[src/rtl/ping_pong_arbiter_if.sv]
// Handshake bundle between two requesters and the ping-pong arbiter.
// The arbiter takes the slave modport. The requester side, or a bench, takes master.
interface ping_pong_arbiter_if;
  logic       req_a;
  logic       req_b;
  logic       done_a;
  logic       done_b;
  logic       grant_a;
  logic       grant_b;
  logic       busy;
  logic       timeout_err;
  logic [7:0] grant_count;

  modport master (
    output req_a, req_b, done_a, done_b,
    input  grant_a, grant_b, busy, timeout_err, grant_count
  );

  modport slave (
    input  req_a, req_b, done_a, done_b,
    output grant_a, grant_b, busy, timeout_err, grant_count
  );
endinterface

[src/rtl/ping_pong_arbiter.sv]
// Two-requester round-robin arbiter with a bounded hold time.
// Every grant is followed by a one-cycle RELEASE gap.
module ping_pong_arbiter #(
  parameter int HOLD_MAX = 16
) (
  input  logic               clk,
  input  logic               reset,
  ping_pong_arbiter_if.slave bus
);

  typedef enum logic [1:0] {IDLE, GRANT_A, GRANT_B, RELEASE} state_e;
  typedef enum logic {OWN_A, OWN_B} owner_e;

  localparam logic [7:0] HOLD_LAST = 8'(HOLD_MAX - 1);

  state_e     state_q, state_d;
  owner_e     last_owner_q, last_owner_d;
  logic [7:0] hold_cnt_q, hold_cnt_d;
  logic [7:0] grant_count_q, grant_count_d;
  logic       grant_a_q, grant_a_d;
  logic       grant_b_q, grant_b_d;
  logic       busy_q, busy_d;
  logic       timeout_q, timeout_d;
  logic       force_rel;
  logic       grant_entry;

  // State register. All outputs are registered here as well.
  always_ff @(posedge clk or posedge reset) begin
    if (reset) begin
      state_q       <= IDLE;
      last_owner_q  <= OWN_B;
      hold_cnt_q    <= 8'd0;
      grant_count_q <= 8'd0;
      grant_a_q     <= 1'b0;
      grant_b_q     <= 1'b0;
      busy_q        <= 1'b0;
      timeout_q     <= 1'b0;
    end else begin
      state_q       <= state_d;
      last_owner_q  <= last_owner_d;
      hold_cnt_q    <= hold_cnt_d;
      grant_count_q <= grant_count_d;
      grant_a_q     <= grant_a_d;
      grant_b_q     <= grant_b_d;
      busy_q        <= busy_d;
      timeout_q     <= timeout_d;
    end
  end

  // Next-state logic. A release (done or withdrawn request) takes priority
  // over a hold-time expiry, so a late done never raises a timeout error.
  always_comb begin
    state_d   = state_q;
    force_rel = 1'b0;
    unique case (state_q)
      IDLE: begin
        if (bus.req_a && bus.req_b)
          state_d = (last_owner_q == OWN_A) ? GRANT_B : GRANT_A;
        else if (bus.req_a)
          state_d = GRANT_A;
        else if (bus.req_b)
          state_d = GRANT_B;
      end
      GRANT_A: begin
        if (bus.done_a || !bus.req_a) begin
          state_d = RELEASE;
        end else if (hold_cnt_q == HOLD_LAST) begin
          state_d   = RELEASE;
          force_rel = 1'b1;
        end
      end
      GRANT_B: begin
        if (bus.done_b || !bus.req_b) begin
          state_d = RELEASE;
        end else if (hold_cnt_q == HOLD_LAST) begin
          state_d   = RELEASE;
          force_rel = 1'b1;
        end
      end
      RELEASE: state_d = IDLE;
      default: state_d = IDLE;
    endcase
  end

  // Output and datapath next values, all derived from the transition taken.
  always_comb begin
    grant_entry   = (state_q == IDLE) && (state_d == GRANT_A || state_d == GRANT_B);
    grant_a_d     = (state_d == GRANT_A);
    grant_b_d     = (state_d == GRANT_B);
    busy_d        = (state_d != IDLE);
    timeout_d     = force_rel;
    last_owner_d  = last_owner_q;
    grant_count_d = grant_count_q;
    hold_cnt_d    = 8'd0;
    if (grant_entry) begin
      last_owner_d  = (state_d == GRANT_A) ? OWN_A : OWN_B;
      grant_count_d = grant_count_q + 8'd1;
    end
    // hold_cnt counts the cycles already spent in the current grant.
    if (state_q == state_d && (state_q == GRANT_A || state_q == GRANT_B))
      hold_cnt_d = hold_cnt_q + 8'd1;
  end

  assign bus.grant_a     = grant_a_q;
  assign bus.grant_b     = grant_b_q;
  assign bus.busy        = busy_q;
  assign bus.timeout_err = timeout_q;
  assign bus.grant_count = grant_count_q;

endmodule
[src/flat_wrapper.sv]
// flat-port wrapper written by rule: the top's interface ports become plain ports
module ping_pong_arbiter_flat 
#(
  parameter int HOLD_MAX = 16
)
  (clk, reset, bus_req_a, bus_req_b, bus_done_a, bus_done_b, bus_grant_a, bus_grant_b, bus_busy, bus_timeout_err, bus_grant_count);
  ping_pong_arbiter_if bus_i ();
  input  logic clk;
  input  logic reset;
  input wire logic [$bits(bus_i.req_a)-1:0] bus_req_a;
  input wire logic [$bits(bus_i.req_b)-1:0] bus_req_b;
  input wire logic [$bits(bus_i.done_a)-1:0] bus_done_a;
  input wire logic [$bits(bus_i.done_b)-1:0] bus_done_b;
  output wire logic [$bits(bus_i.grant_a)-1:0] bus_grant_a;
  output wire logic [$bits(bus_i.grant_b)-1:0] bus_grant_b;
  output wire logic [$bits(bus_i.busy)-1:0] bus_busy;
  output wire logic [$bits(bus_i.timeout_err)-1:0] bus_timeout_err;
  output wire logic [$bits(bus_i.grant_count)-1:0] bus_grant_count;
  assign bus_i.req_a = bus_req_a;
  assign bus_i.req_b = bus_req_b;
  assign bus_i.done_a = bus_done_a;
  assign bus_i.done_b = bus_done_b;
  assign bus_grant_a = bus_i.grant_a;
  assign bus_grant_b = bus_i.grant_b;
  assign bus_busy = bus_i.busy;
  assign bus_timeout_err = bus_i.timeout_err;
  assign bus_grant_count = bus_i.grant_count;
  ping_pong_arbiter #(.HOLD_MAX(HOLD_MAX)) u_core (.clk(clk), .reset(reset), .bus(bus_i));
endmodule
[config.mk]
export PLATFORM = sky130hd
export DESIGN_NAME = ping_pong_arbiter_flat
export DESIGN_NICKNAME = d
export VERILOG_FILES = /design/src/rtl/ping_pong_arbiter_if.sv /design/src/rtl/ping_pong_arbiter.sv /design/src/flat_wrapper.sv
export SDC_FILE = /design/constraint.sdc
export NUM_CORES = 1
export LEC_CHECK = 0
export CAP_MARGIN = 0
export CORE_ASPECT_RATIO = 0.75
export CORE_MARGIN = 3
export CORE_UTILIZATION = 53
export DETAILED_ROUTE_END_ITERATION = 8
export PLACE_DENSITY = 0.89
export SLEW_MARGIN = 20
export SYNTH_ARGS = -nofsm -noshare
export SYNTH_HDL_FRONTEND = slang
export SYNTH_SLANG_ARGS = --single-unit
[constraint.sdc]
create_clock -name clk -period 4.1 [get_ports clk]
set_clock_uncertainty 0.2 [all_clocks]
set_input_delay 0.82 -clock clk [delete_from_list [all_inputs] [get_ports clk]]
set_output_delay 0.82 -clock clk [all_outputs]
set_load 0.005 [all_outputs]
==> impl_metrics.yaml <==
run_status:
  status: "finished, final reports clean"
pwr:
  finalPower_mw: 0.966
  power_frac_comb_pct: 54.0
  intPower_mw: 0.561
  p_clk_share_pct: 10.6
  switchingPower_mw: 0.405
  p_leak_nw: 0.625
  swShare_pct: 41.9
  irDropWorstVdd_v: 0.000429
  seq_power_share_pct: 35.4
  power.density_mw_per_mm2: 660
drt:
  highest_layer: "met4"
  wirelength_mm: 2.44
  wl_per_cell_um: 14.8
  vias_per_cell: 5.60
  ant_nets: 0
  drt_iter0_markers: 38
  drcViolationCount: 0
  vias: 924
  first_pass_iters: 4
  wl_met1_mm: 1.09
  dr_wl_met2_mm: 1.21
  met3WireLength_um: 125
cells_and_area:
  diodes: 0
  fin_cells: 165
  syn2layout_area_growth_pct: 17.8
  nets: 148
  fill_cells: 153
  layout-drive-gt1-share_pct: 10.5
  fin_util_pct: 69.1
  final_area_mm2: 0.00146
sta:
  finalCriticalPeriod_ns: 3.29
  hold_viol: 0
  fmax_ghz: 0.304
  slew_headroom_pct: 43.9
  setup_tns_ns: 0
  finalCritPeriodShare_pct: 80.2
  rsz0062_at_grt: "no"
  tightestPinTransition_ns: 0.840
  setup_viol: 0
  drv_slew: 0
grt:
  grt_pass1_wl_mm: 4.04
  grt_max_degree: 24
  track_usage_pct: 18.7
  grt_pass1_vias: 904
  antenna_found_initial: 0
  overflow: 0
yosys:
  synth_top_area_share_pct: 44.3
  synthTopCellsByArea: "dfrtp_1, ha_1, xnor2_1"
  synth-edff-count: 0
  synth_most_common_cell: "dfrtp_1"
  synth_cell_types: 37
  synth_seq_cells: 23
  syn_nets: 129
  syn_avg_cell_area_um2: 10.8
  ys_async_sr_fraction_pct: 100
  synthFlopType: "dfrtp_1"
  synth_top_area_cell: "dfrtp_1"
  synth_area_mm2: 0.00124
  synthCells: 115
  yosysWarningCount: 0
  yosysSeqAreaShare_pct: 46.4
  ys_top_cells_by_count: "dfrtp_1, xnor2_1, inv_1"
setup_path:
  slowest_delay_ns: 0.54
  worstPathMaxFanout: 5
  crit_type: "input port to flip-flop"
  worstSetupStartpointType: "input port"
  critical_path.top_delay_family: "simple AND/OR/NAND/NOR gates"
  cp_cell_sequence: "clkdlybuf4s50_1 -> or4b_1 -> a211o_1 -> nand3_1 -> ha_1 -> nor2b_1 -> buf_4 -> mux2_2"
  slowest_stage: "clkdlybuf4s50_1"
  crit_arrival_ns: 3.29
  critPathCaptureType: "flip-flop"
  worstPathRequired_ns: 4.11
  crit_buf_inv: 2
floorplan:
  die-width_um: 61.9
  start_util_pct: 58.6
  ioPinCount: 18
  die_area_mm2: 0.00297
  core_area_mm2: 0.00212
  die_y_um: 47.9
  core.rowCount: 14
clocking:
  clock_sinks: 23
  h-tree-depth: 1
  ctsHoldBuffers: 0
  clock_latency_ns: 0.31
  cts-resized-gates: 0
  path_clk_slew_ns: 0.12
  cts_root_buf: "clkbuf_4"
  clk_path_buf_depth: 2
  cts_inserted_buffers: 3
  cts_setup_buffers: 0
  cts_tree: "built"
placed_design:
  hpwl_mm: 1.88
  dpl.cell_count: 161
  gp_congestion: 0.818
  port_buffers: 17
  dpl-instance-area_mm2: 0.00144
run:
  cap_violations: 0
min_path:
  min_path_type: "flip-flop to flip-flop"
[layer usage]
metal  vias to the layer above  track usage [%]
li1                        443                -
met1                       451             24.0
met2                        26             31.3
met3                         4             5.39
met4                         0             4.66
met5                         -                0
[worst paths after layout]
path / endpoint / start / cells after the start / slack [ns]
hold reg to reg: u_core.bus.grant_count[7]$_DFFE_PP0P_ / u_core.bus.grant_count[7]$_DFFE_PP0P_ / 1 / 0.27
setup / recovery: u_core.bus.grant_count[1]$_DFFE_PP0P_ / bus_req_a / 8 / 0.81
max in group asynchronous: u_core.bus.grant_a$_DFF_PP0_ / reset / 2 / 2.42
min in group asynchronous: u_core.bus.busy$_DFF_PP0_ / reset / 2 / 0.76
setup reg to reg: u_core.bus.grant_count[1]$_DFFE_PP0P_ / u_core.state_q[0]$_DFF_PP0_ / 9 / 0.92
hold / removal: u_core.bus.grant_count[7]$_DFFE_PP0P_ / u_core.bus.grant_count[7]$_DFFE_PP0P_ / 1 / 0.27
[layout by cell type (no fill, tap or decap), types with 2 or more instances in the layout]
master and instances:
nor2_1 7, o21a_1 2, ha_1 8, clkdlybuf4s50_1 17, inv_1 9, xnor2_1 10, and3_1 3, nand2b_1 2
nand2_1 5, nand3_1 5, nor4_1 7, clkbuf_4 3, or4b_1 2, dfrtp_1 22, nand4_1 6, xor2_1 3
[metrics by stage]
stage | hold slack, ns | setup WS, ns
3_3_place_gp | 0.260 | 0.555
5_1_grt | 0.303 | 0.642
6_report | 0.274 | 0.814
3_5_place_dp | 0.262 | 0.502
4_1_cts | 0.283 | 0.832
2_1_floorplan | 0.261 | 1.00
[power by group through the flow]
stage	Clock (mW)	Sequential (mW)	Combinational, mW
2_1_floorplan	0	0.336	0.366
3_3_place_gp	0	0.341	0.498
3_5_place_dp	0	0.344	0.514
4_1_cts	0.107	0.341	0.520
5_1_grt	0.119	0.347	0.584
6_report	0.102	0.342	0.522
[flip-flops by register name, indices dropped and copies added (netlist names)]
name and cells:
u_core.last_owner_q 1, u_core.hold_cnt_q 8, u_core.bus.grant_count 8, u_core.state_q 2, u_core.bus.grant_b 1, u_core.bus.busy 1
u_core.bus.grant_a 1, u_core.bus.timeout_err 1
[kinds of logic (layout without fill, tap and decap cells)]
kind of cell,after synthesis,after routing,share of synthesized area [%]
xor+xnor,13,13,9.16
mux,1,1,0.906
buf+inv,13,31,4.63
compound gates,12,12,8.56
simple gates,45,45,22.3
flops,23,23,46.4
fa+ha+maj,8,8,8.06
[area by class of cell]
cell class / instances / area (um2) / share of cell area, %
clock buffer: 3 / 22.5 / 1.54
timing repair buffer: 18 / 178 / 12.1
inverter: 9 / 33.8 / 2.31
sequential: 23 / 577 / 39.4
clock inverter: 1 / 5.00 / 0.342
multi-input combinational: 79 / 608 / 41.5
tap: 32 / 40.0 / 2.74
No activity file was read; power rests on OpenSTA's default activity.
